===== src/rtl/if_stage_pkg.sv =====
// Shared core definitions for the instruction-fetch stage: the word type,
// the NOP encoding and the default reset vector.
package if_stage_pkg;

  typedef logic [31:0] word_t;

  // addi x0, x0, 0
  localparam word_t NOP_INSTR = 32'h0000_0013;

  localparam word_t RESET_PC_DEFAULT = 32'h0000_0000;

  // One buffered fetch result: where it came from and what was read.
  typedef struct packed {
    word_t pc;
    word_t instr;
  } fetch_entry_t;

endpackage


===== src/rtl/if_stage_fetch_skid_fifo.sv =====
// Two-entry skid buffer of {pc, instr} fetch results.
// The caller guarantees pop only when non-empty and push only when not full
// (or when popping in the same cycle). Flush empties the buffer and wins
// over push and pop. Storage is not reset; only the pointers and count are.
module fetch_skid_fifo
  import if_stage_pkg::*;
(
  input  logic         clk,
  input  logic         reset,
  input  logic         push,
  input  fetch_entry_t push_data,
  input  logic         pop,
  input  logic         flush,
  output fetch_entry_t head,
  output logic         full,
  output logic         empty,
  output logic [1:0]   count
);

  fetch_entry_t mem [2];
  logic         rd_ptr;
  logic         wr_ptr;
  logic [1:0]   cnt;

  // Pointer and occupancy bookkeeping; flush behaves like reset.
  always_ff @(posedge clk) begin
    if (reset || flush) begin
      rd_ptr <= 1'b0;
      wr_ptr <= 1'b0;
      cnt    <= 2'd0;
    end else begin
      if (push) wr_ptr <= ~wr_ptr;
      if (pop)  rd_ptr <= ~rd_ptr;
      cnt <= cnt + {1'b0, push} - {1'b0, pop};
    end
  end

  // Entry storage, written on push.
  always_ff @(posedge clk) begin
    if (push && !flush) mem[wr_ptr] <= push_data;
  end

  assign head  = mem[rd_ptr];
  assign full  = (cnt == 2'd2);
  assign empty = (cnt == 2'd0);
  assign count = cnt;

endmodule


===== src/rtl/if_stage.sv =====
// Instruction fetch stage. Issues one word fetch per cycle to a ROM with a
// fixed one-cycle read latency, tags the outstanding fetch with its address,
// and delivers {pc, instr} to decode. Results that decode cannot take yet
// are parked in a two-entry skid buffer; issue is throttled so the buffer
// can always absorb the response already in flight. A redirect flushes
// everything and restarts at the target; a misaligned target parks the stage
// in a sticky fault until the next redirect or reset.
module if_stage
  import if_stage_pkg::*;
#(
  parameter word_t RESET_PC = RESET_PC_DEFAULT
) (
  input  logic        clk,
  input  logic        reset,
  output logic [31:0] rom_addr,
  output logic        rom_rd,
  input  logic [31:0] rom_data,
  input  logic        redirect,
  input  logic [31:0] redirect_pc,
  input  logic        stall,
  output logic [31:0] instr,
  output logic [31:0] pc,
  output logic        valid,
  output logic        fetch_fault
);

  // Stage p0: fetch PC / issue. Stage p1: ROM response in flight.
  word_t        fetch_pc_p0;
  logic         vld_p1;
  word_t        pc_p1;
  logic         fault;

  fetch_entry_t resp;
  fetch_entry_t head;
  fetch_entry_t out_entry;
  logic         full;
  logic         empty;
  logic [1:0]   count;
  logic         out_vld;
  logic         accept;
  logic         pop;
  logic         push;
  logic [1:0]   occ;
  logic         issue;

  assign resp = '{pc: pc_p1, instr: rom_data};

  // Output select, buffer push/pop and fetch-issue throttle.
  always_comb begin
    out_vld   = 1'b0;
    out_entry = resp;
    if (!empty) begin
      out_vld   = 1'b1;
      out_entry = head;
    end else begin
      out_vld   = vld_p1;
      out_entry = resp;
    end
    accept = out_vld & ~stall;
    pop    = ~empty & accept;
    // A response taken straight from the bypass does not need buffering.
    push   = vld_p1 & ~(empty & accept) & (~full | pop);
    // Entries left after this cycle's pop plus the response still due.
    occ    = count - {1'b0, pop} + {1'b0, vld_p1};
    issue  = ~redirect & ~fault & (occ < 2'd2);
  end

  // p0 -> p1 boundary: fetch PC, in-flight flag and sticky fault.
  always_ff @(posedge clk) begin
    if (reset) begin
      fetch_pc_p0 <= RESET_PC;
      vld_p1      <= 1'b0;
      fault       <= 1'b0;
    end else if (redirect) begin
      fetch_pc_p0 <= redirect_pc;
      vld_p1      <= 1'b0;
      fault       <= (redirect_pc[1:0] != 2'b00);
    end else begin
      vld_p1 <= issue;
      if (issue) fetch_pc_p0 <= fetch_pc_p0 + 32'd4;
    end
  end

  // Address tag for the in-flight fetch.
  always_ff @(posedge clk) begin
    if (issue) pc_p1 <= fetch_pc_p0;
  end

  fetch_skid_fifo u_fifo (
    .clk       (clk),
    .reset     (reset),
    .push      (push),
    .push_data (resp),
    .pop       (pop),
    .flush     (redirect),
    .head      (head),
    .full      (full),
    .empty     (empty),
    .count     (count)
  );

  assign rom_addr    = fetch_pc_p0;
  assign rom_rd      = issue & ~reset;
  assign valid       = out_vld & ~reset;
  assign pc          = valid ? out_entry.pc : 32'h0000_0000;
  assign instr       = valid ? out_entry.instr : NOP_INSTR;
  assign fetch_fault = fault & ~reset;

endmodule


===== config.mk =====
export PLATFORM = sky130hd
export DESIGN_NAME = if_stage
export DESIGN_NICKNAME = d
export VERILOG_FILES = /design/src/rtl/if_stage_pkg.sv /design/src/rtl/if_stage_fetch_skid_fifo.sv /design/src/rtl/if_stage.sv
export SDC_FILE = /design/constraint.sdc
export NUM_CORES = 1
export LEC_CHECK = 0
export ABC_AREA = 0
export BUFFER_PORTS_ARGS = -buffer_cell sky130_fd_sc_hd__buf_2
export CORE_MARGIN = 2
export CORE_UTILIZATION = 55
export DETAILED_ROUTE_END_ITERATION = 10
export GPL_TIMING_DRIVEN = 0
export PLACE_DENSITY = 0.82
export SETUP_SLACK_MARGIN = 0.02
export SYNTH_ARGS = -nofsm -noshare
export SYNTH_HDL_FRONTEND = slang
export SYNTH_SLANG_ARGS = --single-unit

===== constraint.sdc =====
create_clock -name clk -period 8.5 [get_ports clk]
set_clock_uncertainty 0.05 [all_clocks]
set_input_delay 1.275 -clock clk [delete_from_list [all_inputs] [get_ports clk]]
set_output_delay 1.275 -clock clk [all_outputs]
set_load 0.005 [all_outputs]

* Word-level counts from Yosys, hierarchy flattened *
Memory sizes are Yosys's and may differ from the RTL's. A register that Yosys moved wholly into a read port is not among the register bits.
Cells that the tools add are included.

word-level totals
  memories = 1
  flip-flop bits (word level) = 70
  memory bits (writable) = 128
  output and inout bits = 99

operators by class
  bitwise operators = 20
  $lt $le $gt $ge = 1
  add/sub/neg operators = 5
  reductions and logical operators = 7
  eq/ne operators = 1
  multiplexer cells = 10

memories
  memory      depth  bits a word  read ports  clocked after Yosys merged registers in  wr ports  line                            text
  u_fifo.mem  2      64           1           1                                        1         if_stage_fetch_skid_fifo.sv:20  fetch_entry_t mem [2];

operator list
  operator                                                          count
  32-bit 2-to-1 mux                                                 4
  64-bit 2-to-1 mux                                                 1
  32-bit by 3-bit adder with 32-bit output (second input constant)  1
  1-bit AND                                                         10
  1-bit inverter                                                    9
  1-bit 2-to-1 mux                                                  5
  2-bit by 1-bit adder with 2-bit output                            2
  2-bit nonzero test                                                2
  2-bit by 1-bit subtractor with 2-bit output                       2
  2-bit == test (second input constant)                             1
  2-bit logical NOT                                                 1
  2-bit < comparator (second input constant)                        1
  2-bit OR reduction                                                1
  1-bit logical AND                                                 1
  1-bit logical NOT                                                 1
  1-bit logical OR                                                  1
  1-bit OR                                                          1

* Depth between registers and ports, before layout *
Gate-level depths: netlist of run 1.

  depth after elaboration = 10
  gate-level depth with buffers = 10

* Modules after synthesis *
A second synthesis of run 1 with hierarchy kept.

second synthesis, totals
  cells, all modules = 653
  area total of the unflattened synthesis = 9068.7 um^2

modules (own cells, without submodules)
  module           instances  area each (um^2)  cells each  seq. area each (um^2)
  fetch_skid_fifo  1          5143.7            220         3943.8
  if_stage         1          3925.0            433         1641.6

* Least setup slack after synthesis of run 1 *
Ideal clock, no wire load.

  path type = input-to-reg
  start point = in redirect
  end point = mem u_fifo.mem[1][0] in the netlist's numbering (enable)
  data arrival time = 6.569 ns
  buffers on the path = 3
  path slack = 1.303 ns
  data required time = 7.872 ns
  library setup time = 0.578 ns
  stages on the path = 4
  cells stage by stage = clkbuf_1 -> clkbuf_1 -> clkbuf_1 -> nor3b_1

on the way
  longest elaborated chain between the ends = 4

RTL lines
  element                                 line                            text
  from (decl)                             if_stage.sv:18                  input logic redirect,
  1-bit logical NOT                       if_stage_fetch_skid_fifo.sv:40  if (push && !flush) mem[wr_ptr] <= push_data;
  1-bit logical AND                       if_stage_fetch_skid_fifo.sv:40
  1-bit 2-to-1 mux                        if_stage_fetch_skid_fifo.sv:40
  1-bit 2-to-1 mux (implied by the code)  if_stage_fetch_skid_fifo.sv:40
  to (decl)                               if_stage_fetch_skid_fifo.sv:20

Every way passes these cells.

* Worst setup path in the final report of run 1 *
  start point = in stall
  end point = out rom_rd

on the way
  longest elaborated chain between the ends = 8

RTL lines
  element                                      line             text
  from (decl)                                  if_stage.sv:20   input logic stall,
  1-bit inverter                               if_stage.sv:59   accept = out_vld & ~stall;
  1-bit AND                                    if_stage.sv:59
  1-bit AND                                    if_stage.sv:60   pop = ~empty & accept;
  net pop                                      if_stage.sv:41   logic pop;
  2-bit by 1-bit subtractor with 2-bit output  if_stage.sv:64   occ = count - {1'b0, pop} + {1'b0, vld_p1};
  2-bit by 1-bit adder with 2-bit output       if_stage.sv:64
  2-bit < comparator                           if_stage.sv:65   issue = ~redirect & ~fault & (occ < 2'd2);
  1-bit AND                                    if_stage.sv:65
  1-bit AND                                    if_stage.sv:103  assign rom_rd = issue & ~reset;
  to (decl)                                    if_stage.sv:16   output logic rom_rd,

The timed path passes the listed nets, and every way through them passes these cells.

==> results of run 1 <==
-- cells in the mapped netlist, types with 3 or more instances --
library cell	instances	area share, %
sky130_fd_sc_hd__mux2_1	3	0.39
sky130_fd_sc_hd__xnor2_1	3	0.31
sky130_fd_sc_hd__and3_1	4	0.29
sky130_fd_sc_hd__nand4_1	12	0.88
sky130_fd_sc_hd__o22ai_1	9	0.66
sky130_fd_sc_hd__inv_1	9	0.39
sky130_fd_sc_hd__buf_2	3	0.18
sky130_fd_sc_hd__nor2_1	80	3.5
sky130_fd_sc_hd__buf_1	13	0.57
sky130_fd_sc_hd__nand3_1	20	1.2
sky130_fd_sc_hd__o21ai_0	5	0.29
sky130_fd_sc_hd__nand2_1	32	1.4
sky130_fd_sc_hd__o311ai_1	4	0.41
sky130_fd_sc_hd__a21oi_1	9	0.53
sky130_fd_sc_hd__or3_1	8	0.58
sky130_fd_sc_hd__edfxtp_1	160	56
sky130_fd_sc_hd__o211ai_1	4	0.35
sky130_fd_sc_hd__nor3_1	9	0.53
sky130_fd_sc_hd__clkbuf_1	27	1.2
sky130_fd_sc_hd__a31oi_1	20	1.5
sky130_fd_sc_hd__inv_2	3	0.13
sky130_fd_sc_hd__mux2i_1	69	8.1
sky130_fd_sc_hd__xor2_1	13	1.3
sky130_fd_sc_hd__dfxtp_1	39	9.1
sky130_fd_sc_hd__a211oi_1	64	5.6
sky130_fd_sc_hd__and2_1	9	0.66
-- per-layer routing --
| metal | up-vias | wire, µm | GRT usage, % |
|---|---|---|---|
| met5 | - | 0 | 0 |
| met4 | 0 | 360 | 7.928 |
| met3 | 34 | 1359 | 4.823 |
| met2 | 294 | 9381 | 39.81 |
| met1 | 2976 | 8405 | 32.22 |
| li1 | 2938 | - | - |
-- final cells by class --
cell class | instances | area, µm² | area share (%)
Buffer | 44 | 172.7 | 1.660
Clock buffer | 19 | 452.9 | 4.354
Clock inverter | 13 | 166.4 | 1.600
Inverter | 12 | 45.04 | 0.4330
Multi-Input combinational cell | 410 | 2781 | 26.73
Sequential cell | 199 | 5585 | 53.69
Tap cell | 188 | 235.2 | 2.261
Timing Repair Buffer | 177 | 964.7 | 9.272
-- logic make-up (layout without fill, tap and decap cells) --
kind of cell / count (synthesis) / after routing
flops: 199 / 199
simple gates: 193 / 193
compound gates: 125 / 125
mux: 72 / 72
buf+inv: 56 / 265
xor+xnor: 18 / 18
fa+ha+maj: 2 / 2
-- metrics by stage --
step | area, µm² | power (mW) | TNS [ns] | worst slack, ns | util (%)
2_1_floorplan | 8574 | 1.215 | 0 | 1.303 | -
3_3_place_gp | 9635 | 1.289 | -164.07 | -1.531 | 63.38
3_5_place_dp | 9784 | 1.295 | 0 | 3.888 | 64.36
4_1_cts | 10400 | 2.113 | 0 | 3.862 | 68.44
5_1_grt | 10400 | 2.167 | 0 | 3.690 | 68.44
6_report | 10400 | 2.104 | 0 | 3.840 | 68.44
-- sequential cells by signal, indices dropped and copies added (netlist names), named ones only --
| name | flops |
|---|---|
| u_fifo.rd_ptr | 1 |
| fault | 1 |
| vld_p1 | 1 |
| u_fifo.count | 2 |
| u_fifo.wr_ptr | 1 |
| rom_addr | 32 |
| u_fifo.mem | 128 |
| pc_p1 | 32 |
-- critical path, stage by stage --
cell and delay (ns):
sky130_fd_sc_hd__buf_2 0.12, sky130_fd_sc_hd__nor2b_1 0.20, sky130_fd_sc_hd__ha_1 0.30, sky130_fd_sc_hd__and2b_1 0.35, sky130_fd_sc_hd__xor2_4 0.36, sky130_fd_sc_hd__nand2_4 0.15, sky130_fd_sc_hd__inv_2 0.11, sky130_fd_sc_hd__nand2b_1 0.10
sky130_fd_sc_hd__buf_2 0.22, sky130_fd_sc_hd__inv_2 0.06, sky130_fd_sc_hd__buf_2 0.10
-- power by group --
group	total [mW]	switching, mW	internal, mW
combinational	0.156	0.0939	0.0619
sequential	1.12	0.0318	1.09
clock	0.828	0.345	0.483
-- worst max-delay path by stage --
stage | from | end | depth (start not counted)
floorplan | redirect | u_fifo.mem[1][0]$_DFFE_PP_ | 4
global placement | redirect | u_fifo.mem[1][3]$_DFFE_PP_ | 5
detailed placement | stall | rom_rd | 11
CTS | stall | rom_rd | 11
global route | stall | rom_rd | 11
finish | stall | rom_rd | 11
==> flow_summary.toml, run 1 <==
[status]
outcome = "completed"

[synth]
ys_warn_count = 0
distinct_cells_synth = 55
synth-edff-count = 160
ys_ff_latch = 199
yosys.area_share.adder_pct = 0.2918
postSynthCellCount = 665
synth_compound_gate_area_share_pct = 10.42
syn-num-nets = 735
asyncSetResetFlopFracSynth_pct = 0
post_syn_area_per_cell_um2 = 12.89
synth.cell_area_um2 = 8574
yosys-mux-area-fraction_pct = 8.449
synth_xor_area_share_pct = 2.276
synth-seq-area-share_pct = 65.14
synth_top_family_by_area = "simple AND/OR/NAND/NOR gates"
synth_simple_gate_area_share_pct = 10.89
yosys_most_used_dff = "sky130_fd_sc_hd__edfxtp_1"

[global_routing]
grt_pass1_wl_mm = 30.57
initial_antenna_violation_count = 0
largest_net_degree_at_the_start_of_global_routing = 42
overflow = 0
grtUsageTotal_pct = 24.05
grt_pass1_vias = 6005

[critical_path]
timing.setup.critical_path_class = "primary input to primary output"
worst_ep_arrival_time_ns = 3.33
cp.required_ns = 7.17
setup.worst_path.end_class = "primary output"
cp_max_fo = 10
cp-start-kind = "primary input"
r2r_end = "rom_addr[3]$_SDFFE_PP0P_"
reg2reg_depth = 10
r2r_setup_slack_ns = 5.31
origin_of_the_critical_flop_to_flop_path = "u_fifo.count[1]$_SDFF_PP0_"

[timing]
finalSetupViolations = 0
slew_viol_final = 0
max_slew.worst_pin.slew_ns = 0.7612
rsz0062_at_grt = "no"
finalWorstPathRequiredPeriod_ns = 4.660
fmax_mhz = 214.6
hold-worst-slack_ns = 0.4289
layout_worst_path_cycle_share_pct = 54.82
slew_headroom_pct = 49.03
report.final.hold_viol_count = 0

[route]
detail_route.first_pass.iterations = 6
detailedRoute.firstIterationViolations = 491
drt_drc_violations_left = 0
routed_via_density = 5.878
antenna_left = 0
vias = 6242
wirelength_mm = 19.51
wl_per_cell_um = 18.37

[layout]
final_layout_size_suffix_gt1_share_pct = 25.86
n_fill_cell = 1105
final_cell_mix = "sky130_fd_sc_hd__buf_2 (168), sky130_fd_sc_hd__edfxtp_1 (160), sky130_fd_sc_hd__nor2_1 (80)"
final_common_cell = "sky130_fd_sc_hd__buf_2"
instances_no_fill = 1062
antenna_cells = 0
layout-area-overhead-vs-synth_pct = 21.33
finish.net_count = 931

[clocking]
cts_resized = 0
clkTransAtPathRegs_ns = 0.07
tritoncts_clock_tree = "built"
cts.path.max_buffers = 2
cts_num_sinks = 199
ctsHoldBuffers = 0
htree_num_levels = 4
clockRootBuffer = "sky130_fd_sc_hd__clkbuf_16"
post-cts-setup-buffers = 0
insertion_delay_ns = 0.43
cts-buffers-inserted = 17

[floorplan]
die_h_um = 128.9
total_die_area_um2 = 16600
die_w_um = 128.9
initial_core_util_pct = 56.40
coreArea_um2 = 15200
row_count = 45
num_io_pins = 167

[placement]
detailedPlacementHpwl_mm = 13.85
gp_congestion = 0.9216
number_of_port_buffers = 165
dp_cells = 1030

[worst_hold_path]
type_of_the_tightest_min_delay_check = "flop to flop"
worstHoldPathCells = 0
timing.hold.worst.start = "pc_p1[25]$_DFFE_PP_"
hold-path-endpoint = "u_fifo.mem[1][57]$_DFFE_PP_"

[power_and_ir_drop]
power.ir.vdd_worst_mv = 0.1442
cellPowerDensity_nw_per_um2 = 202.2
leak_pwr_nw = 3.724

[run]
maxCapViolCount = 0
Note: power is estimated with default switching activity, not from simulation.
==> run 2, diff against run 1 <==
--- a/config.mk
+++ b/config.mk
@@ -8,10 +8,10 @@
 export ABC_AREA = 0
 export BUFFER_PORTS_ARGS = -buffer_cell sky130_fd_sc_hd__buf_2
 export CORE_MARGIN = 2
-export CORE_UTILIZATION = 55
+export CORE_UTILIZATION = 50
 export DETAILED_ROUTE_END_ITERATION = 10
 export GPL_TIMING_DRIVEN = 0
-export PLACE_DENSITY = 0.82
+export PLACE_DENSITY = 0.78
 export SETUP_SLACK_MARGIN = 0.02
 export SYNTH_ARGS = -nofsm -noshare
 export SYNTH_HDL_FRONTEND = slang
==> constraint.sdc (replaced) <==
create_clock -name clk -period 3.9 [get_ports clk]
set_clock_uncertainty 0.05 [all_clocks]
set_input_delay 0.585 -clock clk [delete_from_list [all_inputs] [get_ports clk]]
set_output_delay 0.585 -clock clk [all_outputs]
set_load 0.005 [all_outputs]
==> run 2 against run 1 <==
Core utilization down 5.9 points. Setup slack worse by 3.5 ns. Global-route usage down 2.2 points. Die area up 9.7%. Sequential power up 120%. Combinational power up 120%. Clock power up 99%. Non-clock buffer count up 1. Critical path depth unchanged.
==> flow_summary.toml, run 2 (synthesized netlist as in run 1, its figures left out) <==
[worst_hold_path]
worstHoldPathCells = 1
timing.hold.worst.start = "rom_data[3]"
hold-path-endpoint = "u_fifo.mem[0][3]$_DFFE_PP_"
type_of_the_tightest_min_delay_check = "primary input to flop"

[power_and_ir_drop]
cellPowerDensity_nw_per_um2 = 424.2
power.ir.vdd_worst_mv = 0.3005
leak_pwr_nw = 3.705

[timing]
slew_headroom_pct = 36.34
rsz0062_at_grt = "no"
layout_worst_path_cycle_share_pct = 92.05
finalWorstPathRequiredPeriod_ns = 3.590
report.final.hold_viol_count = 0
slew_viol_final = 0
max_slew.worst_pin.slew_ns = 0.9450
finalSetupViolations = 0
final.setup.tns_ns = 0
fmax_mhz = 278.6

[route]
detailedRoute.firstIterationViolations = 486
met2RoutedLength_mm = 9.407
detailroute.wirelength.met3_mm = 1.713
vias = 6219
antenna_left = 0
topmost_layer_with_routed_signal_wires = "met4"
wirelength_mm = 19.86
routed_via_density = 5.679
drt_drc_violations_left = 0
drt-met1-wl_mm = 8.428
detail_route.first_pass.iterations = 7
wl_per_cell_um = 18.13

[critical_path]
critical_path.max_stage_delay_ns = 0.42
critical_path_source = "u_fifo.count[1]$_SDFF_PP0_"
cp-start-kind = "flop"
reg2reg_depth = 10
slowest_stage = "sky130_fd_sc_hd__dfxtp_2"
setup.worst_path.end_class = "primary output"
r2r_setup_slack_ns = 0.86
r2r_end = "rom_addr[3]$_SDFFE_PP0P_"
path_cells = "or2_1 > nor2b_1 > ha_1 > and2b_2 > xor2_4 > nand2_4 > inv_2 > nand2b_1 > buf_2 > inv_2 > buf_2"
timing.setup.critical_path_class = "flop to primary output"
cp_max_fo = 10
worst_ep_arrival_time_ns = 2.95
cp.required_ns = 3.26
origin_of_the_critical_flop_to_flop_path = "u_fifo.count[1]$_SDFF_PP0_"

[placement]
detailedPlacementHpwl_mm = 14.18
detailed_place.area_um2 = 9837
gp_congestion = 0.8757
number_of_port_buffers = 165

[global_routing]
initial_antenna_violation_count = 0
grtUsageTotal_pct = 21.85
overflow = 0
largest_net_degree_at_the_start_of_global_routing = 42
grt_pass1_wl_mm = 30.58
grt_pass1_vias = 5811

[floorplan]
coreArea_um2 = 16700
die_w_um = 135.0
num_io_pins = 167
die_h_um = 135.0
initial_core_util_pct = 51.34
row_count = 47
total_die_area_um2 = 18210

[clocking]
cts-buffers-inserted = 17
insertion_delay_ns = 0.42
htree_num_levels = 4
cts_num_sinks = 199
clockRootBuffer = "sky130_fd_sc_hd__clkbuf_16"
cts.path.max_buffers = 2
clkTransAtPathRegs_ns = 0.07
tritoncts_clock_tree = "built"
ctsHoldBuffers = 0

[layout]
registers.top_by_ff_count = "u_fifo.mem"
max_ffs_per_register = 128
layout-area-overhead-vs-synth_pct = 21.86
final_cell_mix = "sky130_fd_sc_hd__buf_2 (168), sky130_fd_sc_hd__edfxtp_1 (160), sky130_fd_sc_hd__nor2_1 (80)"
antenna_cells = 0
n_fill_cell = 1293
final_design_area_no_fill_um2 = 10450
final_common_cell = "sky130_fd_sc_hd__buf_2"
finish.net_count = 932
final_layout_size_suffix_gt1_share_pct = 26.29

[run]
maxCapViolCount = 0

[status]
outcome = "completed"
[run 2: cell count changes in the layout (fill, tap and decap cells not counted), moves of 2 or more]
cell                         delta
sky130_fd_sc_hd__bufinv_16      -3
sky130_fd_sc_hd__clkinv_4       +3
sky130_fd_sc_hd__clkinv_2       -2
sky130_fd_sc_hd__buf_16         +3
sky130_fd_sc_hd__buf_4          +5
sky130_fd_sc_hd__clkinvlp_4     +3
sky130_fd_sc_hd__buf_6          -8
[run 2: worst max path at each step]
| stage | endpoint | slack, ns | depth (start not counted) |
|---|---|---|---|
| after floorplan | u_fifo.mem[1][0]$_DFFE_PP_ | 0.52 | 4 |
| after global placement | u_fifo.mem[1][7]$_DFFE_PP_ | -0.79 | 5 |
| after detailed placement | rom_rd | 0.57 | 11 |
| after CTS | rom_rd | 0.06 | 11 |
| after global routing | rom_rd | 0.06 | 11 |
| final | rom_rd | 0.31 | 11 |
[run 2: per-stage QoR]
step | hold WS (ns) | instances | power [mW] | utilization [%] | setup slack (ns)
global placement | 0.3999 | 1050 | 2.809 | 58.07 | -0.7892
global route | 0.3040 | 1095 | 4.593 | 62.56 | 0.06417
CTS | 0.2955 | 1089 | 4.451 | 62.28 | 0.06376
floorplan | 0.3958 | 665 | 2.648 | - | 0.5153
finish | 0.3109 | 1095 | 4.433 | 62.56 | 0.3102
detailed placement | 0.4090 | 1057 | 2.827 | 58.90 | 0.5747
[run 2: cell type report]
class	count	area, µm²	share of cell area (%)
inverters	12	45.04	0.4311
plain buffers	44	172.7	1.652
repair buffers	178	1010	9.664
flip-flops and latches	199	5587	53.47
clock buffers	19	452.9	4.335
multi-input cells	410	2795	26.75
clock inverters	13	111.4	1.066
well taps	220	275.3	2.634
[run 2: power by group]
group / internal (mW) / switching, mW / leakage, nW / total, mW
clock network: 0.866 / 0.779 / 0.265 / 1.65
registers: 2.37 / 0.0708 / 1.80 / 2.44
logic: 0.140 / 0.206 / 1.64 / 0.346
total: 3.38 / 1.06 / 3.71 / 4.43
[run 2: what timing repair did]
item / 4_1_cts / 5_1_grt
setup endpoints to repair: 0 / 1
resized for setup: 0 / 2
buffers inserted: 0 / 6
[run 2: worst max-delay path: cells and delay by family, from the launching register on]
family	cells	cell delay [ns]
XOR/XNOR	1	0.30
adder cells (fa/ha/maj)	1	0.30
buffers and inverters	4	0.47
flip-flops	1	0.42
AND/OR/NAND/NOR	5	1.03
[run 2: metal layers]
metal / up-vias / GRT usage, %
met5: - / 0
met4: 0 / 7.407
met3: 22 / 3.866
met2: 340 / 35.03
met1: 2923 / 30.43
li1: 2934 / -
